File: src/rtl/seq0110_frame_tx.sv
// -----------------------------------------------------------------------------
// seq0110_frame_tx
//
// Serial frame transmitter for the 0110 sync-pattern link. A parallel word is
// accepted with a valid/ready handshake and then sent one bit per clock on
// `out`. Each frame is the 4-bit sync header 0,1,1,0, then the payload MSB
// first, then GAP_CYCLES forced idle-1 cycles. The line idles at 1.
//
// Handshake: a word is accepted on a rising clk edge where tx_valid=1 and
// tx_ready=1. tx_ready is high only in IDLE, so tx_valid seen while busy is
// ignored and nothing is queued. tx_data is sampled only at acceptance.
//
// Optional build macro: SEQ0110_FRAME_TX_PARITY_EN
//   When defined, a PARITY state sits between DATA and GAP. It sends one
//   even-parity bit, the XOR of all payload bits. When not defined, DATA goes
//   straight to GAP and no parity logic exists.
//
// Parameters:
//   DATA_W     payload width in bits (1..32)
//   GAP_CYCLES forced idle-1 cycles after each frame (0..15)
//
// Ports:
//   clk       in   clock, rising edge
//   rstn      in   asynchronous active-low reset
//   tx_valid  in   producer has a word
//   tx_data   in   payload word [DATA_W-1:0]
//   tx_ready  out  high exactly when in IDLE
//   out       out  registered serial line, idle level 1
//   busy      out  high in every state except IDLE
//   done      out  one-cycle registered pulse in the first IDLE cycle
//                  after a frame completes
// -----------------------------------------------------------------------------
module seq0110_frame_tx #(
    parameter int DATA_W     = 8,
    parameter int GAP_CYCLES = 2
) (
    input  logic              clk,
    input  logic              rstn,
    input  logic              tx_valid,
    input  logic [DATA_W-1:0] tx_data,
    output logic              tx_ready,
    output logic              out,
    output logic              busy,
    output logic              done
);

    localparam int BIT_W = (DATA_W > 1) ? $clog2(DATA_W) : 1;
    localparam int GAP_W = (GAP_CYCLES > 1) ? $clog2(GAP_CYCLES) : 1;

    localparam logic [BIT_W-1:0] BIT_LAST = BIT_W'(DATA_W - 1);
    localparam logic [GAP_W-1:0] GAP_LAST = GAP_W'((GAP_CYCLES > 0) ? (GAP_CYCLES - 1) : 0);

    // Element k of this vector is the line level in sync cycle k.
    localparam logic [3:0] SYNC_PAT = 4'b0110;

    typedef enum logic [2:0] {
        ST_IDLE   = 3'd0,
        ST_SYNC   = 3'd1,
        ST_DATA   = 3'd2,
        ST_PARITY = 3'd3,
        ST_GAP    = 3'd4
    } state_t;

    state_t            state, state_next;
    logic [1:0]        sync_cnt, sync_next;
    logic [BIT_W-1:0]  bit_cnt, bit_next;
    logic [GAP_W-1:0]  gap_cnt, gap_next;
    logic [DATA_W-1:0] shift_q, shift_next;
    logic              out_next;
    logic              done_next;
    logic [1:0]        sync_inc;

`ifdef SEQ0110_FRAME_TX_PARITY_EN
    logic              parity_q, parity_next;
`endif

    assign tx_ready = (state == ST_IDLE);
    assign busy     = (state != ST_IDLE);
    assign sync_inc = sync_cnt + 2'd1;

    // -------------------------------------------------------------------------
    // State and datapath registers
    // -------------------------------------------------------------------------
    always_ff @(posedge clk or negedge rstn) begin
        if (!rstn) begin
            state    <= ST_IDLE;
            sync_cnt <= 2'd0;
            bit_cnt  <= '0;
            gap_cnt  <= '0;
            shift_q  <= '0;
            out      <= 1'b1;
            done     <= 1'b0;
`ifdef SEQ0110_FRAME_TX_PARITY_EN
            parity_q <= 1'b0;
`endif
        end else begin
            state    <= state_next;
            sync_cnt <= sync_next;
            bit_cnt  <= bit_next;
            gap_cnt  <= gap_next;
            shift_q  <= shift_next;
            out      <= out_next;
            done     <= done_next;
`ifdef SEQ0110_FRAME_TX_PARITY_EN
            parity_q <= parity_next;
`endif
        end
    end

    // -------------------------------------------------------------------------
    // Next-state and next-output logic. `out` is registered, so out_next is
    // the level the line shows during the cycle after this edge.
    // -------------------------------------------------------------------------
    always_comb begin
        state_next  = state;
        sync_next   = sync_cnt;
        bit_next    = bit_cnt;
        gap_next    = gap_cnt;
        shift_next  = shift_q;
        out_next    = 1'b1;
        done_next   = 1'b0;
`ifdef SEQ0110_FRAME_TX_PARITY_EN
        parity_next = parity_q;
`endif

        case (state)
            ST_IDLE: begin
                if (tx_valid) begin
                    state_next  = ST_SYNC;
                    shift_next  = tx_data;
                    sync_next   = 2'd0;
                    out_next    = SYNC_PAT[0];
`ifdef SEQ0110_FRAME_TX_PARITY_EN
                    parity_next = ^tx_data;
`endif
                end
            end

            ST_SYNC: begin
                if (sync_cnt == 2'd3) begin
                    // Last sync cycle: present the payload MSB next.
                    state_next = ST_DATA;
                    bit_next   = '0;
                    out_next   = shift_q[DATA_W-1];
                    shift_next = shift_q << 1;
                end else begin
                    sync_next = sync_inc;
                    out_next  = SYNC_PAT[sync_inc];
                end
            end

            ST_DATA: begin
                if (bit_cnt == BIT_LAST) begin
`ifdef SEQ0110_FRAME_TX_PARITY_EN
                    state_next = ST_PARITY;
                    out_next   = parity_q;
`else
                    if (GAP_CYCLES > 0) begin
                        state_next = ST_GAP;
                        gap_next   = '0;
                    end else begin
                        state_next = ST_IDLE;
                        done_next  = 1'b1;
                    end
                    out_next = 1'b1;
`endif
                end else begin
                    bit_next   = bit_cnt + BIT_W'(1);
                    out_next   = shift_q[DATA_W-1];
                    shift_next = shift_q << 1;
                end
            end

`ifdef SEQ0110_FRAME_TX_PARITY_EN
            ST_PARITY: begin
                if (GAP_CYCLES > 0) begin
                    state_next = ST_GAP;
                    gap_next   = '0;
                end else begin
                    state_next = ST_IDLE;
                    done_next  = 1'b1;
                end
                out_next = 1'b1;
            end
`endif

            ST_GAP: begin
                out_next = 1'b1;
                if (gap_cnt == GAP_LAST) begin
                    state_next = ST_IDLE;
                    done_next  = 1'b1;
                end else begin
                    gap_next = gap_cnt + GAP_W'(1);
                end
            end

            default: begin
                // Unreachable encodings recover to an idle line.
                state_next = ST_IDLE;
                out_next   = 1'b1;
            end
        endcase
    end

endmodule
File: config.mk
export PLATFORM = sky130hd
export DESIGN_NAME = seq0110_frame_tx
export DESIGN_NICKNAME = d
export VERILOG_FILES = /design/src/rtl/seq0110_frame_tx.sv
export SDC_FILE = /design/constraint.sdc
export NUM_CORES = 1
export LEC_CHECK = 0
export ABC_AREA = 1
export CORE_ASPECT_RATIO = 0.8
export CORE_UTILIZATION = 52
export DETAILED_ROUTE_END_ITERATION = 10
export PLACE_DENSITY = 0.76
export SYNTH_ARGS = -nofsm -noshare
export SYNTH_HDL_FRONTEND = slang
export SYNTH_SLANG_ARGS = --single-unit
export TNS_END_PERCENT = 50
File: constraint.sdc
create_clock -name clk -period 1.9 [get_ports clk]
set_input_delay 0.475 -clock clk [delete_from_list [all_inputs] [get_ports clk]]
set_output_delay 0.475 -clock clk [all_outputs]
set_load 0.03 [all_outputs]
==> flow_metrics.py <==
metrics = {
    "sta": {
        "finClkSkew_ns": 0.002898,
        "hold_viol": 0,
        "setup_violations": 0,
        "fin_setup_tns_ns": 0,
        "fin_crit_sh": 0.9408,
        "max_freq_ghz": 0.5595,
        "timing.final.crit_period_ns": 1.787,
        "slew_violations": 0,
        "rsz0062_at_grt": "false",
        "tightest_slew_ns": 0.3037,
        "slew_headroom": 0.7969,
    },
    "drt": {
        "initialDrtViolationCount": 14,
        "wirelength_um": 1975,
        "antenna_left": 0,
        "num_vias": 845,
        "vias_per_cell": 5.000,
        "drc": 0,
        "drt_pass1_iterations": 4,
        "wl_per_cell_um": 11.69,
    },
    "clock_network": {
        "cts_buffer_depth": 2,
        "clk_pin_slew_worst_paths_ns": 0.10,
        "ctsHtreeMaxLevel": 1,
        "cts_num_sinks": 19,
        "worst_skew_pair.late_latency_ns": 0.30,
        "cts_made_buffers": 3,
        "cts_tree": "yes",
        "root_buffer": "clkbuf_4",
    },
    "final_layout": {
        "diodes": 0,
        "drive_above_1_share": 0.1724,
        "nets": 160,
        "fin_cells": 169,
        "area_growth_pct": 17.32,
    },
    "critical_path": {
        "cp.arrival_ns": 1.31,
        "worst_path_max_delay_cell": "dfrtp_1",
        "startpoint_type": "register",
        "cpMostUsedCell": "inv_1",
        "required_ns": 1.42,
        "cp-end-kind": "output port",
        "max_stage_delay_ns": 0.45,
        "cp_max_fo": 4,
        "worstSetupPathType": "reg -> out",
        "crit_chain": "inv_1 > nand2_1 > nor2_2 > inv_1 > buf_4",
        "critPathLaunch": "state[2]",
        "r2r_start": "bit_cnt[0]",
    },
    "global_routing": {
        "grt_pass1_wl_um": 3553,
        "antenna_found_initial": 0,
        "grt_pass1_vias": 795,
        "grt_max_degree": 20,
        "grt_remaining_overflow": 0,
        "gr-usage-all-layers": 0.2253,
    },
    "power_and_ir_drop": {
        "p_leak_uw": 0.0006686,
        "vdd_drop_max_v": 0.001335,
        "powerDensity_nw_per_um2": 1597,
    },
    "synthesis": {
        "synth_seq_cells": 19,
        "synth_nets": 141,
        "syn_inst": 127,
        "syn_avg_cell_area_um2": 8.305,
        "ys_types": 22,
        "syn-cell-area_um2": 1055,
        "seq_area_frac_synth": 0.4520,
        "yosys_warnings": 0,
    },
    "floorplan": {
        "ios": 15,
        "core_area_um2": 1892,
        "fp.dieH_um": 42.28,
        "placementRows": 14,
        "fp.dieArea_um2": 2214,
        "start_util": 0.5575,
        "die_w_um": 52.36,
    },
    "run": {
        "drv_cap": 0,
    },
    "place": {
        "dp.cells": 165,
        "dp_hpwl_um": 1495,
        "routabilityCongestion": 0.7667,
        "io_buffers": 14,
    },
    "worst_hold_path": {
        "min_path_type": "reg -> reg",
        "worstHoldStart": "shift_q[0]",
    },
    "status": {
        "run_status": "complete, no violations",
    },
}
-- per-layer routing --
| metal | wire length, um | global-route usage | up-vias |
|---|---|---|---|
| li1 | - | - | 438 |
| met1 | 871 | 0.2837 | 382 |
| met2 | 977 | 0.3570 | 21 |
| met3 | 99 | 0.07609 | 4 |
| met4 | 27 | 0.07895 | 0 |
| met5 | 0 | 0 | - |
-- where the power goes --
| group | total [uW] | switching (uW) | internal [uW] |
|---|---|---|---|
| combinational | 1090 | 698 | 392 |
| clock | 205 | 123 | 81.9 |
| sequential | 682 | 107 | 575 |
-- worst paths after layout --
| path | cells after the start | slack (ns) | to |
|---|---|---|---|
| setup / recovery | 5 | 0.11 | busy |
| hold / removal | 2 | 0.48 | shift_q[0] |
| setup reg to reg | 8 | 0.39 | shift_q[2] |
| hold reg to reg | 2 | 0.48 | shift_q[0] |
| max in group asynchronous | 2 | 1.14 | out |
| min in group asynchronous | 2 | 0.50 | shift_q[6] |
-- per-stage QoR --
| stage | power (uW) | hold WS [ns] | area [um^2] | util | setup slack (ns) |
|---|---|---|---|---|---|
| 3_3_place_gp | 1741 | 0.4543 | 1212 | 0.6409 | 0.2813 |
| 4_1_cts | 2001 | 0.4854 | 1237 | 0.6541 | 0.09452 |
| 5_1_grt | 2186 | 0.5079 | 1237 | 0.6541 | 0.02343 |
| 3_5_place_dp | 1800 | 0.4593 | 1212 | 0.6409 | 0.2791 |
| 2_1_floorplan | 1557 | 0.1794 | 1055 | - | 0.2309 |
| 6_report | 1976 | 0.4791 | 1237 | 0.6541 | 0.1126 |
-- flip-flops by register name (all words and copies together) (netlist names) --
signal,count
gap_cnt,1
done,1
shift_q,8
sync_cnt,2
out,1
bit_cnt,3
state,3
-- layout by cell type (no fill, tap or decap), types with 2 or more instances in the layout --
| cell type | instances |
|---|---|
| nand2_2 | 5 |
| dfrtp_1 | 18 |
| clkdlybuf4s50_1 | 11 |
| nand3_2 | 4 |
| nor2_2 | 2 |
| clkbuf_4 | 3 |
| ha_1 | 3 |
| inv_1 | 13 |
| nor2_1 | 5 |
| buf_4 | 4 |
| o21ai_0 | 3 |
| nand2_4 | 2 |
| nand2_1 | 50 |
| nand3_1 | 10 |
-- synth_stat cells --
master / number / area, um^2
xor2_1: 1 / 8.760
a21oi_1: 1 / 5.000
o21ai_2: 1 / 8.760
nor3_1: 1 / 5.000
dfstp_2: 1 / 26.28
nor2_8: 1 / 20.02
ha_1: 3 / 37.54
nand2_4: 2 / 22.52
o21ai_1: 1 / 5.000
inv_1: 13 / 48.80
nand3_4: 1 / 17.52
nand3_1: 10 / 50.05
nand2_1: 50 / 187.7
nor2_2: 2 / 12.51
buf_6: 2 / 22.52
nor2_1: 5 / 18.77
nand3_2: 4 / 40.04
nor2_4: 1 / 11.26
o21ai_0: 3 / 15.01
nand2_2: 5 / 31.28
mux2i_1: 1 / 10.01
dfrtp_1: 18 / 450.4
-- cells by family (layout without fill, tap and decap cells) --
group / after synthesis / in the layout / share of synthesized area
and+or+nand+nor: 82 / 82 / 0.3950
DFF: 19 / 19 / 0.4520
buffers and inverters: 15 / 33 / 0.06762
AOI/OAI and AO/OA: 6 / 6 / 0.03202
adders and majority gates: 3 / 3 / 0.03559
xor gates and xnor gates: 1 / 1 / 0.008305
muxes: 1 / 1 / 0.009490
-- area by class of cell --
class	instances	area (um^2)
clock buffer	4	26.28
fill	163	654.4
inverter	13	48.80
multi-input combinational	93	506.7
sequential	19	476.7
tap	24	30.03
timing repair buffer	16	148.9
-- critical path: cells and delay by family (launching register included) --
| family | cells | cell delay [ns] |
|---|---|---|
| buffers and inverters | 3 | 0.33 |
| flip-flops | 1 | 0.45 |
| AND/OR/NAND/NOR | 2 | 0.23 |
-- what timing repair did --
item,CTS,global route
setup buffers,0,0
gates resized for setup,1,0
endpoints found under the setup margin,1,0
hold buffers,0,0
Note: power is estimated with default switching activity, not from simulation.
